$ cat config.mk
export PLATFORM = sky130hd
export DESIGN_NAME = key_debounce
export DESIGN_NICKNAME = d
export VERILOG_FILES = /design/src/rtl/key_debounce_pkg.sv /design/src/rtl/key_debounce_channel.sv /design/src/rtl/key_debounce.sv
export SDC_FILE = /design/constraint.sdc
export NUM_CORES = 1
export LEC_CHECK = 0
export ABC_AREA = 1
export BUFFER_PORTS_ARGS = -buffer_cell sky130_fd_sc_hd__buf_4
export CELL_PAD_IN_SITES_DETAIL_PLACEMENT = 1
export CELL_PAD_IN_SITES_GLOBAL_PLACEMENT = 2
export CORE_ASPECT_RATIO = 0.6
export CORE_MARGIN = 3
export CORE_UTILIZATION = 37
export CTS_BUF_LIST = sky130_fd_sc_hd__clkbuf_8
export CTS_CLUSTER_DIAMETER = 100
export DETAILED_ROUTE_END_ITERATION = 6
export PLACE_DENSITY = 0.86
export SLEW_MARGIN = 20
export SYNTH_ARGS = -nofsm -noshare
export SYNTH_HDL_FRONTEND = slang
export SYNTH_SLANG_ARGS = --single-unit
$ cat constraint.sdc
create_clock -name clock -period 3.67 [get_ports clock]
set_clock_uncertainty 0.15 [all_clocks]
set_input_delay 0.1835 -clock clock [delete_from_list [all_inputs] [get_ports clock]]
set_output_delay 0.1835 -clock clock [all_outputs]
set_load 0.01 [all_outputs]
$ cat src/rtl/key_debounce_pkg.sv
`default_nettype none
// ============================================================================
// key_debounce_pkg : state encodings and timing defaults for key_debounce
// Revision 1.0
// ============================================================================
package key_debounce_pkg;

    typedef enum logic [1:0] {
        ST_IDLE         = 2'd0,
        ST_PRESS_WAIT   = 2'd1,
        ST_PRESSED      = 2'd2,
        ST_RELEASE_WAIT = 2'd3
    } state_t;

    // Board timing assumes ADC_CLK_10: 5 ms debounce, 1 s long press.
    localparam int BOARD_STABLE_COUNT = 50000;
    localparam int BOARD_HOLD_COUNT   = 10000000;
    localparam int SIM_STABLE_COUNT   = 4;
    localparam int SIM_HOLD_COUNT     = 10;
    localparam int DEFAULT_CNT_W      = 24;

endpackage : key_debounce_pkg
`default_nettype wire

$ cat src/rtl/key_debounce_channel.sv
`default_nettype none
// ============================================================================
// key_debounce_channel : one key - 2-flop synchroniser, debounce FSM, strobes
// Revision 1.0
// ============================================================================
module key_debounce_channel
    import key_debounce_pkg::*;
#(
    parameter int STABLE_COUNT = BOARD_STABLE_COUNT,
    parameter int HOLD_COUNT   = BOARD_HOLD_COUNT,
    parameter int CNT_W        = DEFAULT_CNT_W
) (
    input  logic clock,
    input  logic reset,
    input  logic key_n,
    output logic key_level,
    output logic press_pulse,
    output logic release_pulse,
    output logic long_press
);

    localparam logic [CNT_W-1:0] DEB_LAST  = CNT_W'(STABLE_COUNT - 1);
    localparam logic [CNT_W-1:0] HOLD_LAST = CNT_W'(HOLD_COUNT - 1);
    localparam logic [CNT_W-1:0] HOLD_MAX  = CNT_W'(HOLD_COUNT);

    logic             sync1;
    logic             sync2;
    logic             pressed_s;
    state_t           state;
    logic [CNT_W-1:0] deb_cnt;
    logic [CNT_W-1:0] hold_cnt;

    // Synchroniser resets to "released" so a power-up edge is not seen as a press.
    always_ff @(posedge clock or posedge reset) begin
        if (reset) begin
            sync1 <= 1'b1;
            sync2 <= 1'b1;
        end else begin
            sync1 <= key_n;
            sync2 <= sync1;
        end
    end

    assign pressed_s = ~sync2;

    always_ff @(posedge clock or posedge reset) begin
        if (reset) begin
            state         <= ST_IDLE;
            deb_cnt       <= '0;
            hold_cnt      <= '0;
            key_level     <= 1'b0;
            press_pulse   <= 1'b0;
            release_pulse <= 1'b0;
            long_press    <= 1'b0;
        end else begin
            press_pulse   <= 1'b0;
            release_pulse <= 1'b0;
            long_press    <= 1'b0;
            case (state)
                ST_IDLE: begin
                    if (pressed_s) begin
                        state   <= ST_PRESS_WAIT;
                        deb_cnt <= CNT_W'(1);
                    end
                end
                // A bounce is checked before the accept compare so the two never coincide.
                ST_PRESS_WAIT: begin
                    if (!pressed_s) begin
                        state   <= ST_IDLE;
                        deb_cnt <= '0;
                    end else if (deb_cnt == DEB_LAST) begin
                        state       <= ST_PRESSED;
                        press_pulse <= 1'b1;
                        key_level   <= 1'b1;
                        hold_cnt    <= '0;
                    end else begin
                        deb_cnt <= deb_cnt + CNT_W'(1);
                    end
                end
                ST_PRESSED: begin
                    if (!pressed_s) begin
                        state   <= ST_RELEASE_WAIT;
                        deb_cnt <= CNT_W'(1);
                    end else if (hold_cnt != HOLD_MAX) begin
                        hold_cnt <= hold_cnt + CNT_W'(1);
                        if (hold_cnt == HOLD_LAST) begin
                            long_press <= 1'b1;
                        end
                    end
                end
                // hold_cnt is frozen here and resumes if the release turns out to be a bounce.
                ST_RELEASE_WAIT: begin
                    if (pressed_s) begin
                        state   <= ST_PRESSED;
                        deb_cnt <= '0;
                    end else if (deb_cnt == DEB_LAST) begin
                        state         <= ST_IDLE;
                        release_pulse <= 1'b1;
                        key_level     <= 1'b0;
                    end else begin
                        deb_cnt <= deb_cnt + CNT_W'(1);
                    end
                end
                default: begin
                    state <= ST_IDLE;
                end
            endcase
        end
    end

endmodule : key_debounce_channel
`default_nettype wire

$ cat src/rtl/key_debounce.sv
`default_nettype none
// ============================================================================
// key_debounce : per-key synchronise, debounce, press/release/long-press strobes
// Revision 1.0
// ============================================================================
module key_debounce
    import key_debounce_pkg::*;
#(
    parameter int WIDTH        = 2,
    parameter int STABLE_COUNT = BOARD_STABLE_COUNT,
    parameter int HOLD_COUNT   = BOARD_HOLD_COUNT,
    parameter int CNT_W        = DEFAULT_CNT_W
) (
    input  logic             clock,
    input  logic             reset,
    input  logic [WIDTH-1:0] key_n,
    output logic [WIDTH-1:0] key_level,
    output logic [WIDTH-1:0] press_pulse,
    output logic [WIDTH-1:0] release_pulse,
    output logic [WIDTH-1:0] long_press
);

    for (genvar i = 0; i < WIDTH; i++) begin : g_chan
        key_debounce_channel #(
            .STABLE_COUNT (STABLE_COUNT),
            .HOLD_COUNT   (HOLD_COUNT),
            .CNT_W        (CNT_W)
        ) u_chan (
            .clock         (clock),
            .reset         (reset),
            .key_n         (key_n[i]),
            .key_level     (key_level[i]),
            .press_pulse   (press_pulse[i]),
            .release_pulse (release_pulse[i]),
            .long_press    (long_press[i])
        );
    end

endmodule : key_debounce
`default_nettype wire

## Word level (Yosys, flattened, before mapping)

Index checks and enable logic that the tools add are counted.

| word-level totals | value |
|---|---|
| flip-flop bits (word level) | 112 |
| input bits | 4 |
| output and inout bits | 8 |

| cells by class | value |
|---|---|
| add/sub/neg operators | 4 |
| equal/unequal tests | 32 |
| mux-type cells | 64 |
| reduce and logical (&&, ||, !) cells | 14 |

Operators by type and width:

| cell | count |
|---|---|
| 24-bit 2-to-1 mux | 18 |
| 24-bit one-hot mux with 4 select lines | 2 |
| 24-bit by 1-bit adder with 24-bit output, second input constant | 4 |
| 24-bit one-hot mux with 2 select lines | 2 |
| 24-bit by 16-bit equality test with 1-bit output, second input constant | 2 |
| 24-bit equality test, second input constant | 2 |
| 24-bit != test, second input constant | 2 |
| 1-bit 2-to-1 mux | 26 |
| 2-bit 2-to-1 mux | 12 |
| 2-bit by 1-bit != test with 1-bit output, second input constant | 10 |
| 5-bit AND reduction | 4 |
| 2-bit one-hot mux with 4 select lines | 2 |
| 2-bit != test, second input constant | 6 |
| 2-bit equality test, second input constant | 4 |
| 4-bit AND reduction | 2 |
| 2-bit nonzero test | 4 |
| 3-bit by 1-bit != test with 1-bit output, second input constant | 2 |
| 3-bit != test, second input constant | 2 |
| 2-bit by 1-bit equality test with 1-bit output, second input constant | 2 |
| 2-bit logical NOT | 2 |
| 1-bit one-hot mux with 2 select lines | 2 |
| 2-bit AND reduction | 2 |

## Logic depth before layout (Yosys ltp)

| depth | value |
|---|---|
| word-level depth | 5 |
| depth in mapped cells | 12 |
| mapped depth without buffers | 11 |

## Hierarchy

From an unflattened synthesis, not the netlist that was laid out.

| second synthesis, totals | value |
|---|---|
| cell total of the unflattened synthesis | 1,120 |
| area total of the unflattened synthesis | 7,302.0 µm² |

By module, submodules not included:

| module | instances | cells an instance | area each (µm²) | sequential area each (µm²) |
|---|---|---|---|---|
| key_debounce_channel at g_chan[1].u_chan | 1 | 559 | 3,666.0 | 1,403.8 |
| key_debounce_channel at g_chan[0].u_chan | 1 | 561 | 3,636.0 | 1,403.8 |

## Least setup slack after synthesis

Ideal clock, no wire load.

| timing | value |
|---|---|
| kind | reg2reg |
| start | register g_chan[1].u_chan.state[0] |
| end | register g_chan[1].u_chan.deb_cnt[1] |
| library setup time | 127 ps |
| arrival time | 1,614 ps |
| required time | 3,393 ps |
| slack | 1,780 ps |
| stages on the path, launching flop included | 12 |
| buffers on the path | 1 |
| period minus slack after synthesis | 1,890 ps |
| path through | dfrtp_1 inv_1 ha_1 inv_1 nand2_1 o21ai_2 inv_2 nor2_4 inv_2 buf_2 nand3_1 o21ai_0 |

| between the ends | value |
|---|---|
| word-level cells in the longest chain between the ends | 3 |

Ends and longest elaborated chain:

| item | line | source |
|---|---|---|
| from (decl) | key_debounce_channel.sv:29 | `state_t state;` |
| from (signal assigned) | key_debounce_channel.sv:48 | `state <= ST_IDLE;` |
| from (signal assigned) | key_debounce_channel.sv:62 | `state <= ST_PRESS_WAIT;` |
| from (signal assigned) | key_debounce_channel.sv:69 | `state <= ST_IDLE;` |
| 2-bit equality test or 2-bit logical NOT (tied branches) | key_debounce_channel.sv:59 | `case (state)` |
| 2-bit by 1-bit != test with 1-bit output (no source line) or 2-bit != test (tied branches) | -- |  |
| 2-bit AND reduction (no source line) | -- |  |
| to (signal assigned) | key_debounce_channel.sv:77 | `deb_cnt <= deb_cnt + CNT_W'(1);` |
| to (signal assigned) | key_debounce_channel.sv:101 | `deb_cnt <= deb_cnt + CNT_W'(1);` |
| to (decl) | key_debounce_channel.sv:30 | `logic [CNT_W-1:0] deb_cnt;` |

Parallel ways exist; a longest one is shown, timed or not.
A chain may end at the register's enable or synchronous reset.

## Worst setup path after layout

| timing | value |
|---|---|
| start | register g_chan[0].u_chan.sync2 |
| end | register g_chan[0].u_chan.deb_cnt[1] |

| between the ends | value |
|---|---|
| word-level cells in the longest chain between the ends | 2 |

Ends and longest elaborated chain:

| item | line | source |
|---|---|---|
| from (decl) | key_debounce_channel.sv:27 | `logic sync2;` |
| from (signal assigned) | key_debounce_channel.sv:40 | `sync2 <= sync1;` |
| 24-bit 2-to-1 mux (tied with other cells) | key_debounce_channel.sv:93 | `if (pressed_s) begin` |
| 24-bit one-hot mux with 4 select lines or 2-bit AND reduction (tied branches) | -- |  |
| to (signal assigned) | key_debounce_channel.sv:77 |  |
| to (signal assigned) | key_debounce_channel.sv:101 |  |
| to (decl) | key_debounce_channel.sv:30 |  |

Parallel ways exist; a longest one is shown, timed or not.

==> impl_metrics.tcl <==
set metrics [dict create \
    setup_tns_ns 0 \
    hpwlAfterDp_um 17700 \
    tightestPinTransition_ns 0.711 \
    viasPerCell 5.11 \
    p_sw_frac 0.436 \
    path_class "reg2reg" \
    ys_types 43 \
    yosysTopAreaCell "dfrtp_1" \
    synth_edf_count 0 \
    totalWireLength_um 23300 \
    synth-main-ff-cell "dfrtp_1" \
    clock.fmax_mhz 404 \
    fin_cells 1440 \
    finalSetupViolCount 0 \
    start_util 0.381 \
    first_pass_iters 4 \
    postLayoutCellArea_um2 8230 \
    insertion_delay_ns 0.41 \
    ys_warn_count 0 \
    avgSynthCellArea_um2 6.61 \
    grt_max_degree 64 \
    cts_tree "built" \
    htreeDepth 3 \
    vias 7357 \
    grt_usage 0.213 \
    fin_crit_sh 0.675 \
    syn_area_um2 7700 \
    pwr-share-seq 0.385 \
    path_max_fanout 18 \
    crit_required_ns 3.83 \
    fp.dieArea_um2 22600 \
    crit_arrival_ns 2.64 \
    grt_pass1_vias 7331 \
    synthesis.nets 1184 \
    synth_area_leaders "dfrtp_1 (35%), nand2_1 (19%), nor2_1 (9.3%)" \
    post_cts_buffers 0 \
    diodes 0 \
    grt_pass1_wl_um 38900 \
    rsz0062_at_grt "no" \
    syn_inst 1166 \
    cp-start-kind "flip-flop" \
    syn_to_final_growth_pct 6.82 \
    combPwrFrac 0.355 \
    clock_power_share 0.260 \
    row_count 40 \
    numCtsBuffers 9 \
    ant_nets 0 \
    synth_top_area_share 0.351 \
    ir_worst_vdd_uv 275 \
    ys_seq_area_frac 0.364 \
    path_cells "inv_2 > or2_1 > o21ai_2 > inv_1 > nor2_1 > inv_2 > o21ai_0 > nor2_1" \
    fin_util 0.407 \
    dp_cells 1421 \
    cts.clk_slew.worst_paths_ns 0.12 \
    io-pin-count 12 \
    cpPeakStageDelay_ns 0.78 \
    ctsResizeCount 0 \
    hold_violations 0 \
    drc_errors 0 \
    p_int_uw 2040 \
    ys_async_sr_fraction 1.00 \
    ys_seq_elements 112 \
    report.final.slew_viol_count 0 \
    die_w_um 192 \
    core_area_um2 20200 \
    p_per_area_nw_per_um2 441 \
    path_delay_family "flip-flops" \
    status "completed" \
    drt_iter0_drc 411 \
    antenna_found_initial 0 \
    root_buffer "clkbuf_8" \
    place_area_um2 7960 \
    routedWlPerCell_um 16.2 \
    p_leak_uw 0.00363 \
    portBuffers 11 \
    grt_remaining_overflow 0 \
    clock_path_buffers 2 \
    fp.dieH_um 118 \
    drive_gt1_frac 0.0617 \
    postCtsHoldBufs 3 \
    drv_cap 0 \
    final_cell_mix "nand2_1 (381), nor2_1 (190), inv_1 (114)" \
    nets 1180 \
    gp_congestion 0.895 \
    fin_hold_ws_ns 0.216 \
    hold_class "reg2reg" \
    period_minus_slack_ns 2.48 \
    layout_commonest_cell "nand2_1" \
    critPathBufInv 3 \
    endpoint_kind "flip-flop" \
    relSlewSlack 0.526 \
    p_sw_uw 1580 \
    cp_slowest_cell "dfstp_2" \
    clock_sinks 112 \
]
## state kept, by name, summed over array words and instances, names as in the netlist, named ones only
signal	flops
g_chan.u_chan.sync2	2
g_chan.u_chan.hold_cnt	48
g_chan.u_chan.sync1	2
g_chan.u_chan.long_press	2
g_chan.u_chan.release_pulse	2
g_chan.u_chan.deb_cnt	48
g_chan.u_chan.state	2
g_chan.u_chan.press_pulse	2
g_chan.u_chan.key_level	2
## cell families (layout without fill, tap and decap cells)
| group | Yosys count | count (layout) | synth area share |
|---|---|---|---|
| AO/OA/AOI/OAI | 74 | 74 | 0.0516 |
| adder cells (fa/ha/maj) | 14 | 14 | 0.0227 |
| buffers and inverters | 160 | 161 | 0.0909 |
| flip-flops | 112 | 112 | 0.364 |
| AND/OR/NAND/NOR | 774 | 774 | 0.434 |
| XOR/XNOR | 32 | 32 | 0.0364 |
## final cells by class
cell class / count / area (um^2)
Multi-Input combinational cell: 894 / 4200
Timing Repair Buffer: 19 / 163
Inverter: 126 / 478
Clock inverter: 7 / 120
Tap cell: 273 / 342
Clock buffer: 9 / 124
Fill cell: 2660 / 12000
Sequential cell: 112 / 2810
## power by group through the flow
stage	clock network, uW	registers, uW	logic [uW]
2_1_floorplan	0	1390	1070
5_1_grt	1030	1410	1470
3_3_place_gp	0	1420	1290
4_1_cts	978	1390	1310
3_5_place_dp	0	1420	1300
6_report	943	1400	1290
## cells in the mapped netlist, types with 2 or more instances
master,number
a21oi_1,18
buf_1,2
buf_2,6
buf_4,10
buf_6,7
clkbuf_1,9
clkinv_1,3
dfrtp_1,108
dfstp_2,4
ha_1,14
inv_1,114
inv_2,8
nand2_1,381
nand2_2,6
nand3_1,88
nand3_2,5
nand4_1,53
nor2_1,190
nor2_2,5
nor2_4,5
nor3_1,30
nor4_1,3
o21a_1,2
o21ai_0,37
o21ai_1,8
o21ai_2,2
o21bai_1,2
xnor2_1,9
xor2_1,23
## through the flow
| step | worst slack (ns) | total power [uW] |
|---|---|---|
| CTS | 1.19 | 3680 |
| detailed placement | 1.22 | 2720 |
| global placement | 1.17 | 2710 |
| floorplan | 0.384 | 2460 |
| global route | 0.990 | 3910 |
| finish | 1.19 | 3630 |
## layer usage
metal	share of wire	GRT usage	wire length, um
met5	0	0	0
met4	0.0070	0.0327	163
met3	0.040	0.0429	927
met2	0.38	0.283	8900
met1	0.57	0.353	13300
## worst paths after layout
check                                        from                          end  slack [ns]  depth (start not counted)
max in group asynchronous                   reset       g_chan[1].u_chan.sync2        2.23                          4
setup / recovery           g_chan[0].u_chan.sync2  g_chan[0].u_chan.deb_cnt[1]        1.19                          8
setup reg to reg           g_chan[0].u_chan.sync2  g_chan[0].u_chan.deb_cnt[1]        1.19                          8
hold / removal             g_chan[1].u_chan.sync1       g_chan[1].u_chan.sync2        0.22                          0
hold reg to reg            g_chan[1].u_chan.sync1       g_chan[1].u_chan.sync2        0.22                          0
min in group asynchronous                   reset  g_chan[1].u_chan.deb_cnt[3]        0.28                          3
Power figures use the tool's default switching activity.
